`src/rtl/mips_pkg.sv`:
```
// Shared definitions for the 5-stage MIPS core.
// Provides the control-bundle bit layout, its width and the hard-wired
// zero register address. Stages index the control bundle only through
// these names, so the layout can change in one place.
package mips_pkg;

    localparam int NB_CTRL = 16;

    // Control bundle bit positions
    localparam int CTRL_REG_WRITE  = 0;
    localparam int CTRL_MEM_READ   = 1;
    localparam int CTRL_MEM_WRITE  = 2;
    localparam int CTRL_MEM_TO_REG = 3;
    localparam int CTRL_ALU_SRC    = 4;
    localparam int CTRL_REG_DST    = 5;
    localparam int CTRL_ALU_OP_LSB = 6;
    localparam int CTRL_ALU_OP_MSB = 9;

    localparam logic [4:0] REG_ZERO = 5'd0;

endpackage

```
`src/rtl/hazard_detect_unit.sv`:
```
// Load-use hazard detection, purely combinational.
// A hazard exists when the instruction in EX is a valid load whose
// destination (rt, non-zero) is read as a source by the valid ID instruction.
// Ports:
//   ex_valid, ex_mem_read, ex_rt_addr : load candidate currently in EX
//   id_valid, id_rs_addr, id_rt_addr  : instruction currently in ID
//   id_uses_rt                        : ID instruction reads rt as a source
//   hazard                            : 1 = ID must wait one cycle
import mips_pkg::*;

module hazard_detect_unit #(
    parameter int NB_ADDR = 5
) (
    input  logic               ex_valid,
    input  logic               ex_mem_read,
    input  logic [NB_ADDR-1:0] ex_rt_addr,
    input  logic               id_valid,
    input  logic [NB_ADDR-1:0] id_rs_addr,
    input  logic [NB_ADDR-1:0] id_rt_addr,
    input  logic               id_uses_rt,
    output logic               hazard
);

    logic rs_match;
    logic rt_match;
    logic dest_nonzero;

    // $0 is never written, so a load targeting it cannot create a dependency.
    assign dest_nonzero = (ex_rt_addr != NB_ADDR'(REG_ZERO));
    assign rs_match     = (ex_rt_addr == id_rs_addr);
    assign rt_match     = id_uses_rt & (ex_rt_addr == id_rt_addr);

    assign hazard = ex_valid & ex_mem_read & id_valid & dest_nonzero
                  & (rs_match | rt_match);

endmodule

```
`src/rtl/id_ex_stage.sv`:
```
// ID/EX pipeline register with load-use stall generation.
// Captures operands, extended immediate, register addresses, control bundle
// and PC+4 for EX. On a load-use hazard it asserts o_stall (holding PC and
// IF/ID) and loads a bubble; branch flush also loads a bubble; debug halt
// freezes every register.
// Ports:
//   clk, i_rst_n                         : clock, async active-low reset
//   i_halt, i_flush                      : freeze / kill ID instruction
//   i_valid, i_rs/rt/rd_addr, i_uses_rt  : ID instruction identity
//   i_rs_data, i_rt_data                 : register-file read data
//   i_imm, i_imm_sext, i_shamt           : immediate and shift amount
//   i_ctrl, i_pc_plus4                   : control bundle and PC+4
//   o_*                                  : registered EX-side copies
//   o_stall                              : combinational PC / IF-ID hold
import mips_pkg::*;

module id_ex_stage #(
    parameter int NB_DATA = 32,
    parameter int NB_ADDR = 5,
    parameter int NB_IMM  = 16,
    parameter int NB_CTRL = mips_pkg::NB_CTRL
) (
    input  logic               clk,
    input  logic               i_rst_n,
    input  logic               i_halt,
    input  logic               i_flush,
    input  logic               i_valid,
    input  logic [NB_ADDR-1:0] i_rs_addr,
    input  logic [NB_ADDR-1:0] i_rt_addr,
    input  logic [NB_ADDR-1:0] i_rd_addr,
    input  logic               i_uses_rt,
    input  logic [NB_DATA-1:0] i_rs_data,
    input  logic [NB_DATA-1:0] i_rt_data,
    input  logic [NB_IMM-1:0]  i_imm,
    input  logic               i_imm_sext,
    input  logic [4:0]         i_shamt,
    input  logic [NB_CTRL-1:0] i_ctrl,
    input  logic [NB_DATA-1:0] i_pc_plus4,
    output logic               o_valid,
    output logic [NB_DATA-1:0] o_rs_data,
    output logic [NB_DATA-1:0] o_rt_data,
    output logic [NB_DATA-1:0] o_imm_ext,
    output logic [4:0]         o_shamt,
    output logic [NB_ADDR-1:0] o_rs_addr,
    output logic [NB_ADDR-1:0] o_rt_addr,
    output logic [NB_ADDR-1:0] o_rd_addr,
    output logic [NB_CTRL-1:0] o_ctrl,
    output logic [NB_DATA-1:0] o_pc_plus4,
    output logic               o_stall
);

    logic               hazard;
    logic               bubble;
    logic [NB_DATA-1:0] imm_ext;

    hazard_detect_unit #(
        .NB_ADDR (NB_ADDR)
    ) u_hazard (
        .ex_valid    (o_valid),
        .ex_mem_read (o_ctrl[CTRL_MEM_READ]),
        .ex_rt_addr  (o_rt_addr),
        .id_valid    (i_valid),
        .id_rs_addr  (i_rs_addr),
        .id_rt_addr  (i_rt_addr),
        .id_uses_rt  (i_uses_rt),
        .hazard      (hazard)
    );

    // A flush kills the ID instruction anyway, and a halt freezes the PC on
    // its own, so neither needs the stall.
    assign o_stall = hazard & ~i_flush & ~i_halt;
    assign bubble  = i_flush | hazard;

    assign imm_ext = {{(NB_DATA-NB_IMM){i_imm_sext & i_imm[NB_IMM-1]}}, i_imm};

    always_ff @(posedge clk or negedge i_rst_n) begin
        if (!i_rst_n) begin
            o_valid    <= 1'b0;
            o_rs_data  <= '0;
            o_rt_data  <= '0;
            o_imm_ext  <= '0;
            o_shamt    <= '0;
            o_rs_addr  <= '0;
            o_rt_addr  <= '0;
            o_rd_addr  <= '0;
            o_ctrl     <= '0;
            o_pc_plus4 <= '0;
        end else if (!i_halt) begin
            if (bubble) begin
                o_valid    <= 1'b0;
                o_rs_data  <= '0;
                o_rt_data  <= '0;
                o_imm_ext  <= '0;
                o_shamt    <= '0;
                o_rs_addr  <= '0;
                o_rt_addr  <= '0;
                o_rd_addr  <= '0;
                o_ctrl     <= '0;
                o_pc_plus4 <= '0;
            end else begin
                o_valid    <= i_valid;
                o_rs_data  <= i_rs_data;
                o_rt_data  <= i_rt_data;
                o_imm_ext  <= imm_ext;
                o_shamt    <= i_shamt;
                o_rs_addr  <= i_rs_addr;
                o_rt_addr  <= i_rt_addr;
                o_rd_addr  <= i_rd_addr;
                o_ctrl     <= i_ctrl;
                o_pc_plus4 <= i_pc_plus4;
            end
        end
    end

endmodule
```
`config.mk`:
```
export PLATFORM = sky130hd
export DESIGN_NAME = id_ex_stage
export DESIGN_NICKNAME = d
export VERILOG_FILES = /design/src/rtl/mips_pkg.sv /design/src/rtl/hazard_detect_unit.sv /design/src/rtl/id_ex_stage.sv
export SDC_FILE = /design/constraint.sdc
export NUM_CORES = 1
export LEC_CHECK = 0
export BUFFER_PORTS_ARGS = -buffer_cell sky130_fd_sc_hd__buf_4
export CORE_AREA = 2 2 123 125
export DETAILED_ROUTE_END_ITERATION = 8
export DIE_AREA = 0 0 125 127
export GPL_TIMING_DRIVEN = 0
export PLACE_DENSITY = 0.9
export SYNTH_ARGS = -nofsm -noshare
export SYNTH_HDL_FRONTEND = slang
export SYNTH_HIERARCHICAL = 1
export SYNTH_SLANG_ARGS = --single-unit
```
`constraint.sdc`:
```
create_clock -name clk -period 2.9 [get_ports clk]
set_clock_uncertainty 0.1 [all_clocks]
set_input_delay 0.87 -clock clk [delete_from_list [all_inputs] [get_ports clk]]
set_output_delay 0.87 -clock clk [all_outputs]
set_load 0.1 [all_outputs]
```
==> results.json <==
{
  "outcome": "complete, but fails checks",
  "failed_checks": "setup timing",
  "power.leakage_nw": 4.97,
  "wirelength_um": 20100,
  "share_of_post_route_cells_with_drive_strength_above_1_pct": 39.3,
  "place_worst_setup_slack_ns": -0.596,
  "fin_ws_ns": -0.298,
  "fraction_of_registers_with_async_set_reset_pct": 100,
  "hold-worst-slack_ns": 0.346,
  "numClockSinks": 150,
  "worst-setup-path-type": "in2out",
  "netlist_top_cells_count": "150 x sky130_fd_sc_hd__dfrtp_1, 150 x sky130_fd_sc_hd__nand2_1, 148 x sky130_fd_sc_hd__nand2b_1",
  "clk_pin_slew_worst_paths_ns": 0.06,
  "place_congestion": 0.846,
  "synth_ff_type": "sky130_fd_sc_hd__dfrtp_1",
  "drtPass1Iterations": 4,
  "totalNegativeSetupSlack_ns": -0.298,
  "cp-start-kind": "input port",
  "yosysSeqAreaShare_pct": 57.0,
  "overflow": 0,
  "worst_pin_slew_ns": 0.645,
  "route.vias.total": 6049,
  "worst-r2r-setup-slack_ns": 0.44,
  "global_route.usage.total_pct": 25.4,
  "yosys_warnings": 6,
  "finalInstanceArea_sq_um": 9990,
  "synth_edf_count": 0,
  "clkLatencyLatePin_ns": 0.42,
  "min_period_over_period_pct": 110,
  "regToRegEndpoint": "o_rs_data[22]",
  "synth_top_cell_by_area": "sky130_fd_sc_hd__dfrtp_1",
  "synth.cell_area_sq_um": 6590,
  "layout-area-overhead-vs-synth_pct": 51.6,
  "post-synth-top-area-fraction_pct": 57.0,
  "route.detailed.drc": 0,
  "setup_viol": 1,
  "chipHeight_um": 127,
  "ant_nets": 0,
  "ys_seq_elements": 150,
  "synthesis.nets": 839,
  "initialDrtViolationCount": 338,
  "critical_path.max_fanout": 2,
  "pin_count": 321,
  "avgViaCountPerCell": 4.96,
  "cts_tree": "yes",
  "largest_net_degree_at_the_start_of_global_routing": 85,
  "dp_hpwl_um": 15000,
  "worstSetupEndpointType": "output port",
  "synth_cells": 684,
  "peakVddDrop_uv": 353,
  "finalCriticalPeriod_ns": 3.20,
  "coreArea_sq_um": 14400,
  "timing.reg2reg.worst_path_depth": 8,
  "hold_class": "in2async",
  "relSlewSlack_pct": 57.0,
  "synthesized_area_per_cell_sq_um": 9.63,
  "fp.dieArea_sq_um": 15900,
  "io_buffer_count": 319,
  "initial_utilization_pct": 45.7,
  "grt_setup_unrepaired": "yes",
  "post_drt_wl_per_cell_um": 16.5,
  "wire_length_of_the_first_global_routing_pass_um": 31500,
  "critPathArrivalTime_ns": 2.23,
  "synthDistinctLibCells": 24,
  "max_freq_mhz": 313,
  "cts.hold.buffers_added": 0,
  "timing.rr.start": "o_rt_addr[1]",
  "antenna_found_initial": 0,
  "postCtsSetupRepairBufs": 0,
  "netlist_top_cells_area": "sky130_fd_sc_hd__dfrtp_1 57%, sky130_fd_sc_hd__nand2b_1 14%, sky130_fd_sc_hd__o21ai_0 10%",
  "num-nets-final": 1178,
  "ctsHtreeMaxLevel": 4,
  "finalMaxSlewViolations": 0,
  "ctsRootBufferMaster": "sky130_fd_sc_hd__clkbuf_16",
  "timing.final.hold_violations": 0,
  "placed_area_sq_um": 9260,
  "row_count": 44,
  "die_outline_width_um": 125,
  "data_required_critical_path_ns": 1.93,
  "antenna-diode-count": 0,
  "clockBufferDepth": 2,
  "cts-buffers-inserted": 17,
  "p_per_area_nw_per_um2": 709,
  "grt_pass1_vias": 6042,
  "max-cap-violations": 0
}
## worst max-delay path by stage
stage | slack (ns) | from | cells past startpoint | to
floorplan | -0.44 | i_rt_addr[1] | 5 | o_stall
global placement | -0.55 | i_rt_addr[1] | 7 | o_stall
detailed placement | -0.60 | i_rt_addr[3] | 7 | o_stall
CTS | -0.35 | i_rt_addr[1] | 7 | o_stall
global route | -0.37 | i_rt_addr[1] | 7 | o_stall
finish | -0.30 | i_rt_addr[1] | 7 | o_stall
## cell usage in the layout (no fill, tap or decap), drive strengths merged, types with 3 or more instances in the layout
master / n
nand2: 150
clkbuf: 39
nand2b: 148
dfrtp: 150
bufinv: 6
xnor2: 3
xor2: 7
clkinv: 4
o21ai: 148
buf: 366
## critical path: stages
cell and delay (ns):
sky130_fd_sc_hd__buf_6 0.09, sky130_fd_sc_hd__xor2_1 0.14, sky130_fd_sc_hd__nor4_2 0.29, sky130_fd_sc_hd__nand3_1 0.16, sky130_fd_sc_hd__a21oi_4 0.21, sky130_fd_sc_hd__nor3b_4 0.26, sky130_fd_sc_hd__buf_12 0.20
## final cells by class
class	instances	area (sq um)
sequential	150	3760
timing repair buffer	320	2450
inverter	2	7.51
tap	184	230
buffer	65	427
fill	1076	4430
multi-input combinational	467	2430
clock inverter	12	223
clock buffer	20	467
## registers in the layout (all words and copies together), names as in the netlist
register    cells
o_ctrl         16
o_rt_addr       5
o_shamt         5
o_rs_addr       5
o_imm_ext      17
o_rd_addr       5
o_rt_data      32
o_rs_data      32
o_pc_plus4     32
o_valid         1
## cells by family (layout without fill, tap and decap cells)
| group | after synthesis | after routing | synth area share, % |
|---|---|---|---|
| compound gates | 152 | 152 | 11.9 |
| xor+xnor | 10 | 10 | 1.33 |
| buf+inv | 67 | 419 | 6.59 |
| flops | 150 | 150 | 57.0 |
| simple gates | 305 | 305 | 23.2 |
## routing by layer
metal	vias to the layer above	routed length, um	GRT usage, %
met5	-	0	0
met4	0	485	10.2
met3	34	1580	7.24
met2	262	10200	43.5
met1	2892	7860	30.5
li1	2861	-	-
## metrics by stage
step	util (%)	power, W	std cells
6_report	69.3	0.00708	1220
5_1_grt	69.3	0.00732	1220
4_1_cts	69.2	0.00713	1220
3_5_place_dp	64.2	0.00458	1188
3_3_place_gp	64.0	0.00454	1187
2_1_floorplan	-	0.00394	684
## where the power goes
part	internal (W)	switching, W	total, W	leakage (nW)
Sequential	0.00226	0.000109	0.00236	1.95
Clock	0.00168	0.000859	0.00254	0.332
Combinational	0.000515	0.00166	0.00218	2.69
Total	0.00445	0.00263	0.00708	4.97
## timing repair
action                                  CTS  global route
gates resized for setup                   7             1
pin swaps                                 0             0
endpoints found under the setup margin    1             1
Power figures use the tool's default switching activity.
